**src/rtl/fmuls_acc_if.sv**
```systemverilog
// fmuls_acc handshake bundle: product beats in, saturated results out.
// The master drives beats and result-ready; the slave (the accumulator) drives results.
interface fmuls_acc_if;
    logic [7:0] i_r1;
    logic [7:0] i_r0;
    logic       i_valid;
    logic       i_last;
    logic       o_ready;
    logic [7:0] o_res_hi;
    logic [7:0] o_res_lo;
    logic       o_sat;
    logic       o_trunc;
    logic [7:0] o_beats;
    logic       o_valid;
    logic       i_ready;

    modport master (
        output i_r1, i_r0, i_valid, i_last, i_ready,
        input  o_ready, o_res_hi, o_res_lo, o_sat, o_trunc, o_beats, o_valid
    );

    modport slave (
        input  i_r1, i_r0, i_valid, i_last, i_ready,
        output o_ready, o_res_hi, o_res_lo, o_sat, o_trunc, o_beats, o_valid
    );
endinterface

```
**src/rtl/fmuls_acc.sv**
```systemverilog
// fmuls_acc: reduces a framed burst of Q1.15 products into a wide accumulator
// and reports the sum saturated back to Q1.15 with sat/trunc flags.
module fmuls_acc #(
    parameter int ACC_W     = 24,
    parameter int MAX_BEATS = 16
) (
    input logic        i_clk,
    input logic        i_rst_n,
    fmuls_acc_if.slave bus
);
    typedef enum logic [1:0] {IDLE, ACC, DONE} state_t;

    localparam logic signed [ACC_W-1:0] ACC_MAX = {1'b0, {(ACC_W-1){1'b1}}};
    localparam logic signed [ACC_W-1:0] ACC_MIN = {1'b1, {(ACC_W-1){1'b0}}};
    localparam logic signed [ACC_W-1:0] Q_MAX   = {{(ACC_W-16){1'b0}}, 16'h7fff};
    localparam logic signed [ACC_W-1:0] Q_MIN   = {{(ACC_W-16){1'b1}}, 16'h8000};

    state_t                  state;
    logic signed [ACC_W-1:0] acc;
    logic [7:0]              cnt;
    logic                    sticky;
    logic                    rdy;
    logic                    vld;
    logic [15:0]             res;
    logic                    sat;
    logic                    trunc;
    logic [7:0]              beats;

    logic signed [ACC_W-1:0] p;
    logic signed [ACC_W:0]   sum;
    logic                    ovf;
    logic signed [ACC_W-1:0] acc_nx;
    logic [7:0]              cnt_nx;
    logic                    sticky_nx;
    logic                    at_max;
    logic                    accept;
    logic [15:0]             res_nx;
    logic                    clamp_nx;

    assign p      = {{(ACC_W-16){bus.i_r1[7]}}, bus.i_r1, bus.i_r0};
    assign sum    = {acc[ACC_W-1], acc} + {p[ACC_W-1], p};
    assign ovf    = sum[ACC_W] ^ sum[ACC_W-1];
    assign accept = bus.i_valid && rdy;

    // Next accumulator value, beat count and output clamp for an accepted beat.
    always_comb begin
        acc_nx    = p;
        cnt_nx    = 8'd1;
        sticky_nx = 1'b0;
        if (state == ACC) begin
            cnt_nx    = cnt + 8'd1;
            sticky_nx = sticky | ovf;
            if (ovf)
                acc_nx = sum[ACC_W] ? ACC_MIN : ACC_MAX;
            else
                acc_nx = sum[ACC_W-1:0];
        end
        at_max   = (cnt_nx == 8'(MAX_BEATS));
        res_nx   = acc_nx[15:0];
        clamp_nx = 1'b0;
        unique case (1'b1)
            (acc_nx > Q_MAX): begin
                res_nx   = 16'h7fff;
                clamp_nx = 1'b1;
            end
            (acc_nx < Q_MIN): begin
                res_nx   = 16'h8000;
                clamp_nx = 1'b1;
            end
            default: ;
        endcase
    end

    // Frame FSM with registered handshake and result outputs.
    always_ff @(posedge i_clk) begin
        if (!i_rst_n) begin
            state  <= IDLE;
            acc    <= '0;
            cnt    <= '0;
            sticky <= 1'b0;
            rdy    <= 1'b1;
            vld    <= 1'b0;
            res    <= '0;
            sat    <= 1'b0;
            trunc  <= 1'b0;
            beats  <= '0;
        end else begin
            unique case (state)
                IDLE, ACC: begin
                    if (accept) begin
                        acc    <= acc_nx;
                        cnt    <= cnt_nx;
                        sticky <= sticky_nx;
                        if (bus.i_last || at_max) begin
                            state <= DONE;
                            rdy   <= 1'b0;
                            vld   <= 1'b1;
                            res   <= res_nx;
                            sat   <= sticky_nx | clamp_nx;
                            trunc <= !bus.i_last && at_max;
                            beats <= cnt_nx;
                        end else begin
                            state <= ACC;
                        end
                    end
                end
                DONE: begin
                    if (bus.i_ready) begin
                        state <= IDLE;
                        rdy   <= 1'b1;
                        vld   <= 1'b0;
                    end
                end
                default: state <= IDLE;
            endcase
        end
    end

    assign bus.o_ready  = rdy;
    assign bus.o_valid  = vld;
    assign bus.o_res_hi = res[15:8];
    assign bus.o_res_lo = res[7:0];
    assign bus.o_sat    = sat;
    assign bus.o_trunc  = trunc;
    assign bus.o_beats  = beats;
endmodule

```
**src/flat_wrapper.sv**
```systemverilog
// flat-port wrapper written by rule: the top's interface ports become plain ports
module fmuls_acc_flat 
#(
    parameter int ACC_W     = 24,
    parameter int MAX_BEATS = 16
)
  (i_clk, i_rst_n, bus_i_r1, bus_i_r0, bus_i_valid, bus_i_last, bus_i_ready, bus_o_ready, bus_o_res_hi, bus_o_res_lo, bus_o_sat, bus_o_trunc, bus_o_beats, bus_o_valid);
  fmuls_acc_if bus_i ();
  input logic i_clk;
  input logic i_rst_n;
  input wire logic [$bits(bus_i.i_r1)-1:0] bus_i_r1;
  input wire logic [$bits(bus_i.i_r0)-1:0] bus_i_r0;
  input wire logic [$bits(bus_i.i_valid)-1:0] bus_i_valid;
  input wire logic [$bits(bus_i.i_last)-1:0] bus_i_last;
  input wire logic [$bits(bus_i.i_ready)-1:0] bus_i_ready;
  output wire logic [$bits(bus_i.o_ready)-1:0] bus_o_ready;
  output wire logic [$bits(bus_i.o_res_hi)-1:0] bus_o_res_hi;
  output wire logic [$bits(bus_i.o_res_lo)-1:0] bus_o_res_lo;
  output wire logic [$bits(bus_i.o_sat)-1:0] bus_o_sat;
  output wire logic [$bits(bus_i.o_trunc)-1:0] bus_o_trunc;
  output wire logic [$bits(bus_i.o_beats)-1:0] bus_o_beats;
  output wire logic [$bits(bus_i.o_valid)-1:0] bus_o_valid;
  assign bus_i.i_r1 = bus_i_r1;
  assign bus_i.i_r0 = bus_i_r0;
  assign bus_i.i_valid = bus_i_valid;
  assign bus_i.i_last = bus_i_last;
  assign bus_i.i_ready = bus_i_ready;
  assign bus_o_ready = bus_i.o_ready;
  assign bus_o_res_hi = bus_i.o_res_hi;
  assign bus_o_res_lo = bus_i.o_res_lo;
  assign bus_o_sat = bus_i.o_sat;
  assign bus_o_trunc = bus_i.o_trunc;
  assign bus_o_beats = bus_i.o_beats;
  assign bus_o_valid = bus_i.o_valid;
  fmuls_acc #(.ACC_W(ACC_W), .MAX_BEATS(MAX_BEATS)) u_core (.i_clk(i_clk), .i_rst_n(i_rst_n), .bus(bus_i));
endmodule
```
**config.mk**
```make
export PLATFORM = sky130hd
export DESIGN_NAME = fmuls_acc_flat
export DESIGN_NICKNAME = d
export VERILOG_FILES = /design/src/rtl/fmuls_acc_if.sv /design/src/rtl/fmuls_acc.sv /design/src/flat_wrapper.sv
export SDC_FILE = /design/constraint.sdc
export NUM_CORES = 1
export LEC_CHECK = 0
export CAP_MARGIN = 10
export CORE_MARGIN = 4
export CORE_UTILIZATION = 47
export DETAILED_ROUTE_END_ITERATION = 12
export PLACE_DENSITY = 0.73
export SLEW_MARGIN = 15
export SYNTH_ARGS = -nofsm -noshare
export SYNTH_HDL_FRONTEND = slang
export SYNTH_SLANG_ARGS = --single-unit
```
**constraint.sdc**
```tcl
create_clock -name i_clk -period 4.8 [get_ports i_clk]
set_clock_uncertainty 0.05 [all_clocks]
set_input_delay 0.48 -clock i_clk [delete_from_list [all_inputs] [get_ports i_clk]]
set_output_delay 0.48 -clock i_clk [all_outputs]
set_load 0.005 [all_outputs]
```
Word-level counts from Yosys, hierarchy flattened --
Index checks and enable logic that the tools add are counted.
Operators by class: magnitude comparators 2, $add $sub $neg 2, eq/ne operators 6, muxes and demuxes 19, reductions and logical operators 12, bitwise logic cells 3
Operators with widths (number):
- $mux 24 | 3
- $pmux 16 s2 | 1
- $add 24x16->25 | 1
- $gt 24x16->1 const B | 1
- $lt 24x16->1 const B | 1
- $add 8x1->8 const B | 1
- $eq 8x5->1 const B | 1
- $mux 1 | 8
- $mux 8 | 1
- $mux 2 | 3
- $ne 2x1->1 const B | 2
- $pmux 1 s2 | 2
- $pmux 2 s2 | 1
- $reduce_and 2->1 | 2
- $reduce_and 4->1 | 1
- $reduce_or 2->1 | 2
- $reduce_and 3->1 | 1
- $eq 2x1->1 const B | 1
- $eq 2x2->1 const B | 1
- $logic_and 1x1->1 | 2
- $logic_not 2->1 | 1
- $ne 2x2->1 const B | 1
- $or 1x1->1 | 2
- $reduce_bool 2->1 | 1
- 3 further kinds | 3
Word-level totals: word-level logic and storage cells 54, register bits 63, bits of input ports 21, output and inout port bits 28

Longest topological paths before layout --
word-level depth 8, mapped depth 15, depth with buffers taken out 12

Worst setup path before layout --
No wires, ideal clock.
path type input to register, start point input bus_i_r0[0], end point register u_core.sat (netlist: u_core.bus.o_sat), setup time 122 ps, arrival time 3717 ps, data required time 4628 ps, slack 911 ps, path buffers 2, cell stages on the path 14, cell sequence ha_1 fa_1 a211oi_1 o211ai_2 a31oi_4 o211a_1 nor4_4 or2_1 buf_6 o31a_1 a2111o_1 o31ai_4 buf_8 a21oi_2
Between the ends: word-level cells in the longest chain between the ends 8, elaborated cells on any way between the ends 12, those cells by class 1 x add/sub; 2 x order compare; 5 x mux; 3 x bitwise; 1 x reduce/logical
RTL lines:
- start: declaration | line flat_wrapper.sv:12 | input wire logic [$bits(bus_i.i_r0)-1:0] bus_i_r0;
- $add 24x16->25 | line fmuls_acc.sv:41 | assign sum = {acc[ACC_W-1], acc} + {p[ACC_W-1], p};
- $mux 24 or $xor 1x1->1 (tied branches) | line fmuls_acc.sv:54, fmuls_acc.sv:42
- $mux 24 | line fmuls_acc.sv:53 | if (ovf)
- $mux 24 | line fmuls_acc.sv:50 | if (state == ACC) begin
- $lt 24x16->1 or $gt 24x16->1 (tied branches) | line fmuls_acc.sv:66, fmuls_acc.sv:62
- $reduce_or 2->1 (no source line)
- $mux 1 | line fmuls_acc.sv:61 | unique case (1'b1)
- $or 1x1->1 * | line fmuls_acc.sv:99 | sat <= sticky_nx | clamp_nx;
- end signal: assignment | line fmuls_acc.sv:99
- end: declaration | line fmuls_acc.sv:25 | logic sat;
Mark *: on every way between the ends. The rest lies on a longest branch, timed or not. A chain may end at the register's enable or synchronous reset.

Final worst setup path --
start point input bus_i_r1[7], end point register u_core.res[4]
Between the ends: word-level cells in the longest chain between the ends 6, elaborated cells on any way between the ends 8, those cells by class 1 x add/sub; 2 x order compare; 4 x mux; 1 x bitwise
RTL lines:
- start: declaration | line flat_wrapper.sv:11 | input wire logic [$bits(bus_i.i_r1)-1:0] bus_i_r1;
- $add 24x16->25 | line fmuls_acc.sv:41
- $mux 24 or $xor 1x1->1 (tied branches) | line fmuls_acc.sv:54, fmuls_acc.sv:42
- $mux 24 | line fmuls_acc.sv:53
- $mux 24 * | line fmuls_acc.sv:50
- $lt 24x16->1 or $gt 24x16->1 (tied branches) | line fmuls_acc.sv:66, fmuls_acc.sv:62
- $pmux 16 s2 * | line fmuls_acc.sv:61
- end signal: assignment | line fmuls_acc.sv:98 | res <= res_nx;
- end: declaration | line fmuls_acc.sv:24 | logic [15:0] res;
Marks and branches as above.

==> impl_metrics.tcl <==
set metrics [dict create \
    clkLatencyLatePin_ns 0.35 \
    synth_nets 607 \
    io_pins 49 \
    max_freq_mhz 229 \
    cts_resized 0 \
    endpoint "u_core.res[4]" \
    p_leak_nw 1.98 \
    worst-r2r-setup-slack_ns 0.87 \
    crit_fanout 16 \
    yosys_warnings 0 \
    postCtsSetupRepairBufs 0 \
    viasPerCell 5.92 \
    clockBufferDepth 2 \
    worst-endpoint-required_ns 4.98 \
    slew_headroom 0.327 \
    worstHoldPathType "reg2reg" \
    place_area_mm2 0.00511 \
    synth_cell_types 72 \
    die-area_mm2 0.0111 \
    arrival_ns 4.56 \
    drv_slew 0 \
    grt_pass1_vias 4226 \
    initialDrtViolationCount 458 \
    design_area_mm2 0.00531 \
    synthFlopType "dfxtp_1" \
    die_x_um 105 \
    status "finished clean" \
    cts_num_sinks 63 \
    post_drt_wl_per_cell_um 17.1 \
    grt_max_degree 54 \
    min_period_ns 4.37 \
    antenna_found_initial 0 \
    antenna_left 0 \
    yosysTopAreaCell "dfxtp_1" \
    finalPower_mw 1.59 \
    dp_hpwl_um 9340 \
    finalNetCount 656 \
    grt_overflow_total 0 \
    synth.area.top_cells "dfxtp_1 28%, ha_1 7.0%, a21oi_1 6.2%, o21ai_0 5.2%, nor2_1 4.8%" \
    cts_tree "built" \
    antennaDiodeCount 0 \
    vias 4399 \
    routed_wirelength_um 12700 \
    synth_edf_count 0 \
    drc 0 \
    finalSetupViolations 0 \
    syn_inst 560 \
    hold_buffers 0 \
    crit_start "bus_i_r1[7]" \
    numPortBuffers 48 \
    rr_endpoint "u_core.res[4]" \
    setup_tns_ns 0 \
    num_rows 35 \
    holdWs_ns 0.410 \
    synth_async_sr_flop_share 0 \
    gp_congestion 0.931 \
    coreArea_mm2 0.00924 \
    rsz0062_at_grt "no" \
    cp-end-kind "flop" \
    r2r_cells 13 \
    die_h_um 105 \
    period_share 0.911 \
    path_class "in2reg" \
    cts_htree_levels 3 \
    syn_area_per_cell_um2 7.96 \
    first_pass_iters 6 \
    ir_worst_vdd_uv 142 \
    startpoint_type "input pin" \
    timing.rr.start "u_core.acc[0]" \
    cts_made_buffers 9 \
    clk_pin_slew_worst_paths_ns 0.08 \
    hold_violations 0 \
    netlist_area_mm2 0.00446 \
    nFillCells 906 \
    cts_root_buf "clkbuf_8" \
    syn2layout_area_growth_pct 19.1 \
    powerDensity_mw_per_mm2 299 \
    max_cap_violations 0 \
    seq_area_frac_synth 0.283 \
    grt_usage 0.228 \
    ys_ff_latch 63 \
    grt_pass1_wl_um 21000 \
    initial_utilization 0.482 \
    tightest_slew_ns 1.01 \
    yosysTopAreaCellShare 0.283 \
    drive_gt1_frac 0.124 \
]
[routing by layer]
metal  track usage  wire length [um]
met3        0.0416               841
met5             0                 0
met2         0.378              5970
met1         0.301              5610
met4        0.0665               284
[flip-flops by register name, indices dropped and copies added, names as in the netlist]
| name | cells |
|---|---|
| u_core.cnt | 8 |
| u_core.bus.o_trunc | 1 |
| u_core.sticky | 1 |
| u_core.bus.o_beats | 8 |
| u_core.bus.o_sat | 1 |
| u_core.acc | 24 |
| u_core.bus.o_valid | 1 |
| u_core.state | 2 |
| u_core.bus.o_ready | 1 |
| u_core.res | 16 |
[layout by cell type, fill, tap and decap left out, types with 11 or more instances in the layout]
| cell type | synthesis | layout |
|---|---|---|
| o21ai_0 | 46 | 46 |
| nand3_1 | 17 | 17 |
| inv_1 | 11 | 11 |
| nor3_1 | 14 | 14 |
| clkdlybuf4s50_1 | 0 | 48 |
| a21oi_2 | 12 | 13 |
| nor2_1 | 57 | 56 |
| dfxtp_1 | 63 | 63 |
| a211oi_1 | 19 | 19 |
| buf_4 | 4 | 20 |
| ha_1 | 25 | 25 |
| xor2_1 | 13 | 13 |
| o211ai_1 | 11 | 11 |
| a21oi_1 | 55 | 54 |
| nand2_1 | 50 | 50 |
[synthesized netlist by cell type (9+ instances only)]
cell,instances
xor2_1,13
nor3_1,14
dfxtp_1,63
xnor2_1,9
inv_1,11
a21oi_2,12
a21oi_1,55
clkbuf_1,19
nor2_1,57
ha_1,25
nand2_1,50
o21ai_0,46
nand3_1,17
a2bb2oi_1,10
nand2b_1,10
o211ai_1,11
a211oi_1,19
[worst max-delay path: stages]
cell,delay [ns]
clkdlybuf4s50_1,0.53
buf_4,0.24
ha_1,0.42
and4_4,0.20
and2_4,0.17
a22oi_1,0.18
and2_0,0.45
a211oi_4,0.18
or2_1,0.37
o31a_1,0.35
a2111o_1,0.43
o31ai_4,0.29
buf_12,0.19
a21oi_1,0.07
[worst min-delay path by stage]
stage	end	slack, ns	start	cells past startpoint
floorplan	u_core.acc[22]	0.39	u_core.acc[22]	2
global placement	u_core.acc[23]	0.40	u_core.acc[23]	2
detailed placement	u_core.acc[22]	0.40	u_core.acc[22]	2
CTS	u_core.acc[23]	0.41	u_core.acc[23]	2
global route	u_core.acc[23]	0.42	u_core.acc[23]	2
finish	u_core.acc[22]	0.41	u_core.acc[22]	2
[through the flow]
| step | utilization | instances | setup slack [ns] |
|---|---|---|---|
| floorplan | - | 560 | 0.911 |
| global placement | 0.553 | 726 | 0.0638 |
| detailed placement | 0.553 | 726 | 0.0889 |
| CTS | 0.572 | 742 | 0.440 |
| global route | 0.575 | 743 | 0.0631 |
| finish | 0.575 | 743 | 0.427 |
[kinds of logic after synthesis]
logic type,count (synthesis),synth area share
buffers and inverters,44,0.0491
AO/OA/AOI/OAI,208,0.329
flip-flops,63,0.283
adder cells (fa/ha/maj),26,0.0747
AND/OR/NAND/NOR,192,0.210
XOR/XNOR,22,0.0432
multiplexers,5,0.0112
[cell type report]
cell class | count | area (um2) | area share
clock buffers | 11 | 141 | 0.0266
clock inverters | 5 | 33.8 | 0.00636
inverters | 12 | 45.0 | 0.00848
multi-input cells | 453 | 2990 | 0.563
flip-flops and latches | 63 | 1260 | 0.238
well taps | 129 | 161 | 0.0304
repair buffers | 70 | 678 | 0.128
[power by group]
part	internal (mW)	total [mW]	switching, mW
registers	0.558	0.580	0.0219
logic	0.245	0.576	0.331
clock network	0.201	0.430	0.229
Power figures use the tool's default switching activity.
==> RTL edit (config.mk and constraints unchanged) <==
`ACC_W` is set to 24 in 2 places; all go to 20.
--- a/src/rtl/fmuls_acc.sv
+++ b/src/rtl/fmuls_acc.sv
@@ -2,5 +2,5 @@
 // and reports the sum saturated back to Q1.15 with sat/trunc flags.
 module fmuls_acc #(
-    parameter int ACC_W     = 24,
+    parameter int ACC_W     = 20,
     parameter int MAX_BEATS = 16
 ) (
--- a/src/flat_wrapper.sv
+++ b/src/flat_wrapper.sv
@@ -2,5 +2,5 @@
 module fmuls_acc_flat 
 #(
-    parameter int ACC_W     = 24,
+    parameter int ACC_W     = 20,
     parameter int MAX_BEATS = 16
 )
Function: same outputs for any inputs over 4 cycles, from zero or initial values and one cycle with i_rst_n low; that may be too few to reach the edited logic, so the function may still have changed.
==> RTL edit against the original RTL <==
  * Final cell count shrank 3.6%
  * Largest cell class unchanged
  * Cell area shrank 4.2%
  * Power is 2.7% lower
  * Setup slack worse by 0.24 ns
  * Critical path depth is 6 higher
  * Routed wire length fell by 10%
  * Highest routed layer unchanged
  * Sequential cell count fell by 4
  * Hold slack lost 0.0049 ns
  * Sequential power decreased by 6.0%
  * Area after synthesis shrank 13%
  * Via count fell by 7.0%
==> RTL edit: results (changes against the original RTL) <==
* Worst Path Max Fanout at 15 (was 16)
* ClkCell Share at 3.517% (was 3.300%)
* Fillers at 684 (was 906)
* Final HPWL DP at 8653 um (was 9338 um)
* Syn nets at 557 (was 607)
* Initial DRC Count at 233 (was 458)
* Largest net degree at the start of global routing at 32 (was 54)
* Seq/Total Area, Yosys at 30.47% (was 28.30%)
* Worst Setup EP: u_core.res[10] (was u_core.res[4])
* Leakage at 2.041 nW (was 1.980 nW)
* Vias in the first global route at 3796 (was 4226)
* Place WS at -0.2653 ns (was 0.08890 ns)
* R2r setup slk at 0.47 ns (was 0.87 ns)
* Top cell category: multi-input gates (unchanged)
* Wl on met1 at 5593 um (was 5608 um)
* RR Startpoint: u_core.acc[1] (was u_core.acc[0])
* Actual slew at the worst max-slew pin at 0.8240 ns (was 1.008 ns)
* Htree depth at 3 (unchanged)
* Most frequent cells after synthesis: 68 x a21oi_1, 65 x nand2_1, 59 x dfxtp_1, 55 x o21ai_0, 48 x nor2_1 (was 63 x dfxtp_1, 57 x nor2_1, 55 x a21oi_1, 50 x nand2_1, 46 x o21ai_0)
* Comb_multi_in at 411 (was 453)
* Hold path cells at 2 (unchanged)
* Synth top area cells: dfxtp_1 30%, a21oi_1 8.8%, ha_1 7.4% (was dfxtp_1 28%, ha_1 7.0%, a21oi_1 6.2%)
* Unique masters post-synth at 63 (was 72)
* GRT Total Usage at 23.29% (was 22.80%)
* Worst-Skew Late Latency at 0.34 ns
* TritonRoute pass-1 iters at 5 (was 6)
* Register-to-Register Path Depth at 18 (was 13)
* Hold WC Path Type: reg -> reg (unchanged)
* Fraction of area in multi-input gates at 49.85% (was 56.28%)
* Flops & latches, synth at 59 (was 63)
* Global-route wire length before repair at 18710 um (was 20970 um)
* CLK BUF at 13 (was 11)
* Worst EP arrival at 4.78 ns (was 4.56 ns)
* Placer congestion estimate at 0.9246 (was 0.9312)
* Max Used Layer: met4 (unchanged)
* Post-CTS Setup Bufs at 0 (unchanged)
* Biggest regs: u_core.acc (20), u_core.res (16) (was u_core.acc (24), u_core.res (16))
* Clock-pin slew on the worst setup and hold paths at 0.06 ns (was 0.08 ns)
* Layout cells sized above 1 at 19.87% (was 12.38%)
* Layout inverter count without the clock tree at 10 (was 12)
* Register area at 0.001181 mm^2 (was 0.001261 mm^2)
* Via Count at 4093 (was 4399)
* Buffering overhead at 20.17% (was 12.77%)
* WL met2 at 5020 um (was 5974 um)
* Post-layout min period at 4.614 ns (was 4.373 ns)
* Worst setup startpoint: bus_i_r0[0] (was bus_i_r1[7])
* Max rail drop VDD at 0.2430 mV (was 0.1425 mV)
* Nets at 655 (was 656)
* Buffers, non-clock at 119 (was 70)
* Wire per inst at 15.92 um (was 17.10 um)
* Status: finished, final reports clean (unchanged)
* Wire length on met3 at 617 um (was 841 um)
* Yosys warns at 0 (unchanged)
* Initial antenna violation count at 0 (unchanged)
RTL edit: cell count changes after synthesis, sizes merged, moves of 5 or more:
cell,unedited run,this run
a211oi,22,7
nand2,50,65
xor2,13,5
a2bb2oi,10,0
a31oi,6,11
and2,8,1
a21oi,67,72
nor2,57,49
nor3,14,9
o211ai,13,7
o21ai,47,57
or2,14,3
RTL edit: kinds of logic (layout without fill, tap and decap cells):
kind of cell,count (synthesis),in the layout,share of synthesized area (%)
AO/OA/AOI/OAI,191,191,30.08
AND/OR/NAND/NOR,176,176,21.11
flip-flops,59,59,30.47
buffers and inverters,42,144,5.487
adder cells (fa/ha/maj),24,24,7.941
XOR/XNOR,10,10,2.259
multiplexers,10,10,2.647
RTL edit: how the worst min path moves through the flow:
| stage | from | end | slack [ns] |
|---|---|---|---|
| after detailed placement | u_core.res[15] | u_core.res[15] | 0.40 |
| after global placement | u_core.bus.o_beats[1] | u_core.bus.o_beats[1] | 0.39 |
| after global routing | u_core.res[15] | u_core.res[15] | 0.43 |
| final | u_core.bus.o_beats[2] | u_core.bus.o_beats[2] | 0.41 |
| after CTS | u_core.res[15] | u_core.res[15] | 0.40 |
| after floorplan | u_core.sticky | u_core.sticky | 0.38 |
RTL edit: power breakdown:
| part | total (mW) | switching, mW | internal, mW |
|---|---|---|---|
| Sequential | 0.545 | 0.0242 | 0.521 |
| Clock | 0.407 | 0.182 | 0.225 |
| Combinational | 0.590 | 0.317 | 0.274 |
| Total | 1.54 | 0.523 | 1.02 |
RTL edit: metal layers:
layer  GRT usage [%]  vias to the layer above
met5               0                        -
met4           6.933                        0
met3           4.317                       20
met2           34.81                      116
met1           33.94                     1904
li1                -                     2053
RTL edit: worst max-delay path, stage by stage:
cell,delay [ns]
clkdlybuf4s50_1,0.49
ha_2,0.21
inv_1,0.06
fa_1,0.37
nand2b_1,0.17
a211oi_1,0.20
buf_4,0.15
o21ai_2,0.06
o21a_1,0.23
o21ai_0,0.16
nand2_1,0.12
ha_4,0.32
clkinv_1,0.08
buf_4,0.15
a31oi_1,0.32
nand3_1,0.16
or4_4,0.58
a31oi_4,0.23
buf_12,0.16
a21oi_1,0.07
RTL edit: stage by stage:
step | cells | cell area [um^2] | setup TNS (ns) | utilization (%) | hold WS (ns)
after detailed placement | 701 | 4857 | -3.913 | 61.58 | 0.3955
final | 716 | 5087 | 0 | 64.50 | 0.4051
after floorplan | 512 | 3876 | 0 | - | 0.3816
after global placement | 701 | 4857 | -3.516 | 61.58 | 0.3929
after global routing | 716 | 5087 | 0 | 64.50 | 0.4285
after CTS | 716 | 5036 | 0 | 63.85 | 0.4041
RTL edit: timing repair:
item,4_1_cts,5_1_grt
gates resized for setup,0,11
endpoints found under the hold margin,0,0
hold buffers,0,0
setup endpoints to repair,0,16
